<file path="config.mk">
export PLATFORM = sky130hd
export DESIGN_NAME = token_multiplier
export DESIGN_NICKNAME = d
export VERILOG_FILES = /design/src/rtl/token_mult_pkg.sv /design/src/rtl/token_mult_channel.sv /design/src/rtl/token_multiplier.sv
export SDC_FILE = /design/constraint.sdc
export NUM_CORES = 1
export LEC_CHECK = 0
export ABC_AREA = 1
export CAP_MARGIN = 20
export CORE_ASPECT_RATIO = 0.6
export CORE_MARGIN = 3
export CORE_UTILIZATION = 55
export DETAILED_ROUTE_END_ITERATION = 10
export GPL_TIMING_DRIVEN = 0
export PLACE_DENSITY = 0.74
export RECOVER_POWER = 100
export SLEW_MARGIN = 30
export SYNTH_ARGS = -nofsm -noshare
export SYNTH_HDL_FRONTEND = slang
export SYNTH_SLANG_ARGS = --single-unit
</file>
<file path="constraint.sdc">
create_clock -name clk -period 2 [get_ports clk]
set_input_delay 0.2 -clock clk [delete_from_list [all_inputs] [get_ports clk]]
set_output_delay 0.2 -clock clk [all_outputs]
set_load 0.02 [all_outputs]
</file>
<file path="src/rtl/token_mult_pkg.sv">
// Shared sizing helpers and parameter legality checks for the token multiplier.
package token_mult_pkg;

    function automatic int unsigned cred_max(input int unsigned max_run, input int unsigned mult);
        return max_run * (mult - 1);
    endfunction

    function automatic int unsigned cred_w(input int unsigned cmax);
        return (cmax < 1) ? 1 : $clog2(cmax + 1);
    endfunction

    function automatic bit params_ok(input int unsigned n_ch, input int unsigned mult,
                                     input int unsigned max_run);
        return (n_ch >= 1) && (mult >= 2) && (max_run >= 1);
    endfunction

endpackage

</file>
<file path="src/rtl/token_mult_channel.sv">
// One channel: credit counter, sticky overflow flag and combinational b/busy outputs.
module token_mult_channel
    import token_mult_pkg::*;
#(
    parameter int unsigned MULT    = 2,
    parameter int unsigned MAX_RUN = 200
) (
    input  logic clk,
    input  logic rst,
    input  logic a_i,
    output logic b_o,
    output logic busy_o,
    output logic ovf_o
);

    localparam int unsigned CRED_MAX = cred_max(MAX_RUN, MULT);
    localparam int unsigned CRED_W   = cred_w(CRED_MAX);
    localparam logic [CRED_W:0] STEP  = (CRED_W+1)'(MULT - 1);
    localparam logic [CRED_W:0] LIMIT = (CRED_W+1)'(CRED_MAX);

    logic [CRED_W-1:0] credit_q, credit_d;
    logic              ovf_q, ovf_d;
    logic [CRED_W:0]   sum;
    logic              pending;

    assign pending = (credit_q != '0);
    assign sum     = {1'b0, credit_q} + STEP;

    // One extra bit on the add so a would-be wrap shows up as exceeding the limit.
    always_comb begin
        credit_d = credit_q;
        ovf_d    = ovf_q;
        if (!ovf_q) begin
            if (a_i) begin
                if (sum > LIMIT) begin
                    ovf_d    = 1'b1;
                    credit_d = '0;
                end else begin
                    credit_d = sum[CRED_W-1:0];
                end
            end else if (pending) begin
                credit_d = credit_q - CRED_W'(1);
            end
        end
    end

    always_ff @(posedge clk) begin
        if (rst) begin
            credit_q <= '0;
            ovf_q    <= 1'b0;
        end else begin
            credit_q <= credit_d;
            ovf_q    <= ovf_d;
        end
    end

    assign b_o    = a_i | pending;
    assign busy_o = pending & ~ovf_q;
    assign ovf_o  = ovf_q;

endmodule

</file>
<file path="src/rtl/token_multiplier.sv">
// N-channel serial token expander: each input '1' yields MULT output '1's per channel.
module token_multiplier
    import token_mult_pkg::*;
#(
    parameter int unsigned N_CH    = 4,
    parameter int unsigned MULT    = 2,
    parameter int unsigned MAX_RUN = 200
) (
    input  logic            clk,
    input  logic            rst,
    input  logic [N_CH-1:0] a,
    output logic [N_CH-1:0] b,
    output logic [N_CH-1:0] overflow,
    output logic            overflow_any,
    output logic [N_CH-1:0] busy
);

    if (!params_ok(N_CH, MULT, MAX_RUN)) begin : g_bad_params
        $error("token_multiplier: need N_CH>=1, MULT>=2, MAX_RUN>=1");
    end

    for (genvar i = 0; i < N_CH; i++) begin : g_ch
        token_mult_channel #(
            .MULT    (MULT),
            .MAX_RUN (MAX_RUN)
        ) u_ch (
            .clk    (clk),
            .rst    (rst),
            .a_i    (a[i]),
            .b_o    (b[i]),
            .busy_o (busy[i]),
            .ovf_o  (overflow[i])
        );
    end

    assign overflow_any = |overflow;

endmodule
</file>
---- Word level (Yosys, flattened, before mapping) ----
Cells that the tools add are included.
cells by class
  $add $sub $neg .......................... 8
  magnitude comparators ................... 4
  mux-type cells .......................... 24
  bitwise logic cells ..................... 12
  reduce and logical (&&, ||, !) cells .... 13
operators with widths
  kind                 count
  $mux 8               12
  $add 8x1->9 const B  4
  $gt 9x8->1 const B   4
  $reduce_bool 8->1    4
  $sub 8x1->8 const B  4
  $mux 1               12
  $reduce_and 2->1     4
  $reduce_bool 2->1    4
  $and 1x1->1          4
  $not 1->1            4
  $or 1x1->1           4
  $reduce_or 4->1      1
word-level totals
  register bits after elaboration ......... 36
  input bits .............................. 6
  output and inout bits ................... 13

---- Logic depth before layout (Yosys ltp) ----
  depth in word-level cells ............... 5
  depth in mapped cells ................... 12
  mapped depth without buffers ............ 12

---- By module ----
A second synthesis with hierarchy kept.
second synthesis, totals
  cells, all modules ...................... 519
  area total of the unflattened synthesis .. 3114.2 um^2
modules (own cells, without submodules)
  module              instances  cells an instance  area an instance (um^2)
  token_mult_channel  4          129                775.7
  token_multiplier    1          3                  11.3

---- Least setup slack after synthesis ----
No wires, ideal clock.
  path type ............................... register -> register
  start point ............................. reg g_ch[0].u_ch.credit_q[1]
  end point ............................... reg g_ch[0].u_ch.credit_q[2]
  arrival time ............................ 1389 ps
  data required time ...................... 1868 ps
  setup slack ............................. 479 ps
  cell stages (with the launch flop) ...... 11
  path through ............................ dfxtp_1 > ha_1 > nand2_1 > o21ai_0 > nand2_1 > nor2_1 > nand2_1 > nand2_1 > nand2_2 > nand3_1 > a21oi_1
between the ends
  word-level cells in the longest chain between the ends .. 4
ends and longest elaborated chain
  element                 line                      RTL
  start, declared         token_mult_channel.sv:21  logic [CRED_W-1:0] credit_q, credit_d;
  start signal, assigned  token_mult_channel.sv:52  credit_q <= credit_d;
  $add 8x1->9             token_mult_channel.sv:27  assign sum = {1'b0, credit_q} + STEP;
  $gt 9x8->1              token_mult_channel.sv:35  if (sum > LIMIT) begin
  $mux 8                  token_mult_channel.sv:35
  $mux 8                  token_mult_channel.sv:34  if (a_i) begin
Several ways; a longest one is shown, not always the timed one. The select of a mux whose other input is x is not followed.
A chain may end at the register's enable or synchronous reset.

---- Final worst setup path ----
  start point ............................. reg g_ch[2].u_ch.credit_q[1]
  end point ............................... out busy[2]
between the ends
  word-level cells in the longest chain between the ends .. 2
ends and longest elaborated chain
  element                 line                      RTL
  start, declared         token_mult_channel.sv:21
  start signal, assigned  token_mult_channel.sv:52
  $reduce_bool 8->1       token_mult_channel.sv:26  assign pending = (credit_q != '0);
  $and 1x1->1             token_mult_channel.sv:58  assign busy_o = pending & ~ovf_q;
  end, declared           token_multiplier.sv:15    output logic [N_CH-1:0] busy
Every way passes these cells.

==> results.py <==
metrics = {
    "floorplan": {
        "boundaryPins": 19,
        "start_util_pct": 60.4,
        "core_sq_um": 5360,
        "design.die.area_sq_um": 6870,
        "die_h_microns": 65.4,
        "fp-row-count": 20,
        "die_x_microns": 105,
    },
    "setup_path": {
        "r2r_start": "g_ch[2].u_ch.credit_q[1]",
        "path_class": "reg2out",
        "crit_fanout": 7,
        "crit_required_ns": 1.80,
        "startpoint_type": "flip-flop",
        "crit_arrival_ns": 1.70,
        "cp-startpoint": "g_ch[2].u_ch.credit_q[1]",
        "end_kind": "output port",
    },
    "layout": {
        "nFillCells": 505,
        "syn2layout_area_growth_pct": 14.2,
        "final_layout_size_suffix_gt1_share_pct": 15.8,
        "mostFrequentLayoutCell": "nand2_1",
        "antennaDiodeCount": 0,
        "final_nets": 596,
        "mostFrequentLayoutCells": "nand2_1 (142), inv_1 (52), nand3_1 (50), nor2_1 (46), a21oi_1 (45)",
    },
    "sta": {
        "finalHoldViolCount": 0,
        "tightest_slew_ns": 0.532,
        "fin_hold_ws_ns": 0.263,
        "slew_headroom_pct": 64.5,
        "grt_setup_unrepaired": "false",
        "finalSetupTns_ns": 0,
        "timing.fmax_mhz": 527,
        "finalCritPeriodShare_pct": 94.9,
        "clock_skew_ns": 0.00251,
        "finalSetupViolations": 0,
        "fin_crit_ns": 1.90,
        "final_max_slew_viol_count": 0,
    },
    "global_routing": {
        "grt_max_degree": 12,
        "first_global_vias": 3008,
        "grt_pass1_wl_microns": 14000,
        "grt_usage_pct": 24.5,
        "gr-total-overflow": 0,
        "antenna_found_initial": 0,
    },
    "cts": {
        "clkTransAtPathRegs_ns": 0.08,
        "cts_made_buffers": 5,
        "clock_latency_ns": 0.29,
        "cts_hold_repair.buffers": 0,
        "cts_tree": "built",
        "cts.sink_count": 36,
        "cts_buffer_depth": 2,
        "cts_root_buf": "clkbuf_8",
        "htreeDepth": 2,
    },
    "pwr": {
        "peakVddDrop_mv": 0.710,
        "p_clk_share_pct": 11.7,
        "power.switching_w": 0.00287,
        "combinationalPowerShare_pct": 64.3,
        "pwr-share-seq_pct": 24.0,
        "p_sw_share_pct": 50.2,
        "p_leak_nw": 1.68,
        "power.internal_w": 0.00284,
        "p_per_area_nw_per_um2": 1540,
    },
    "logic_synthesis": {
        "synth_warnings": 0,
        "ys_seq_elements": 36,
        "synth_top_area_share_pct": 22.3,
        "syn-num-nets": 559,
        "synth-seq-area-share_pct": 22.3,
        "synth_largest_area_cell": "dfxtp_1",
        "synthCells": 537,
        "netlist_area_sq_um": 3240,
        "yosysUniqueCellTypes": 30,
        "avgSynthCellArea_sq_um": 6.03,
        "synth_area_leaders": "dfxtp_1 (22%), nand2_1 (16%), nand3_1 (7.7%)",
    },
    "routing": {
        "drc": 0,
        "vias_per_cell": 5.41,
        "firstDrtPassIters": 6,
        "vias": 3526,
        "wl_microns": 8310,
        "ant_nets": 0,
        "drt_iter0_drc": 247,
        "wire_per_inst_microns": 12.7,
    },
    "place": {
        "dp_hpwl_microns": 6040,
        "port_buffers": 16,
        "place.gp.congestion": 0.951,
    },
    "worst_hold_path": {
        "worstHoldStart": "a[3]",
        "hold_path_class": "in2reg",
    },
    "run_status": {
        "run_status": "completed",
    },
    "flow_run": {
        "cap_violations": 0,
    },
}
critical path, stage by stage (launching register included):
cell,delay (ns)
dfxtp_4,0.38
inv_2,0.09
ha_1,0.14
nand4_1,0.10
nor3_2,0.20
nor2_1,0.06
buf_4,0.12
dlygate4sd2_1,0.31
final cells by class:
type                       instances  area [sq um]  area share, %
tap                               77          96.3           2.61
buffer                            28           195           5.28
inverter                          66           251           6.81
multi-input combinational        407          2070           56.1
timing repair buffer              30           234           6.33
clock inverter                     2          35.0          0.948
sequential                        36           736           19.9
clock buffer                       6          72.6           1.96
path summary, 6_finish.rpt:
| check | to | slack (ns) | cells past startpoint |
|---|---|---|---|
| worst max-delay path | busy[2] | 0.10 | 7 |
| worst min-delay path | g_ch[3].u_ch.credit_q[4] | 0.26 | 3 |
| worst max register to register | g_ch[2].u_ch.credit_q[6] | 0.17 | 9 |
| worst min register to register | g_ch[3].u_ch.credit_q[1] | 0.53 | 2 |
cell usage after synthesis:
master    count
a21oi_1      45
a31oi_1       8
buf_2         6
buf_4        13
buf_6         3
clkbuf_1      4
clkbuf_2      1
clkbuf_8      1
clkinv_1      2
dfxtp_1      36
ha_1         16
inv_1        59
inv_2         3
inv_4         2
nand2_1     139
nand2_2      13
nand2_4       2
nand3_1      50
nand4_1      15
nor2_1       47
nor2_2        3
nor2_4        1
nor3_1        5
nor3_2        3
nor4_1        1
o21ai_0      42
o21ai_2       1
o21bai_1      4
xnor2_1       4
xor2_1        8
registers in the layout, summed over array words and instances (netlist names):
register	cells
g_ch.u_ch.credit_q	32
g_ch.u_ch.ovf_o	4
cells by family (layout without fill, tap and decap cells):
kind of cell	after synthesis	after routing	synth area share, %
AO/OA/AOI/OAI	100	100	16.2
XOR/XNOR	12	12	3.25
adder cells (fa/ha/maj)	16	16	6.19
buffers and inverters	94	132	13.8
flip-flops	36	36	22.3
AND/OR/NAND/NOR	279	279	38.2
power groups by stage:
| stage | Sequential [W] | Combinational (W) | Clock (W) |
|---|---|---|---|
| 2_1_floorplan | 0.00125 | 0.00275 | 0 |
| 3_3_place_gp | 0.00132 | 0.00340 | 0 |
| 3_5_place_dp | 0.00133 | 0.00349 | 0 |
| 4_1_cts | 0.00134 | 0.00347 | 0.000671 |
| 5_1_grt | 0.00142 | 0.00413 | 0.000709 |
| 6_report | 0.00137 | 0.00367 | 0.000671 |
per-stage QoR:
stage               setup WS [ns]  utilization (%)  cell area, sq um  total power (W)  cells
floorplan                   0.479                -              3240          0.00400    537
global placement           -0.254             65.2              3490          0.00473    630
detailed placement         -0.272             65.2              3490          0.00482    630
CTS                       -0.0297             67.5              3610          0.00548    640
global route              0.00125             69.0              3690          0.00626    652
finish                      0.102             69.0              3690          0.00571    652
per-layer routing:
| layer | vias to the layer above | global-route usage [%] | part of all wire [%] |
|---|---|---|---|
| met3 | 4 | 4.91 | 8.5 |
| li1 | 1811 | - | - |
| met2 | 145 | 37.7 | 42 |
| met5 | - | 0 | 0 |
| met4 | 0 | 2.13 | 0.23 |
| met1 | 1566 | 36.7 | 50 |
what timing repair did:
action / CTS / global route
gates resized for setup: 21 / 25
setup buffers: 2 / 12
pin swaps: 2 / 6
endpoints found under the setup margin: 8 / 8
Note: power is estimated with default switching activity, not from simulation.
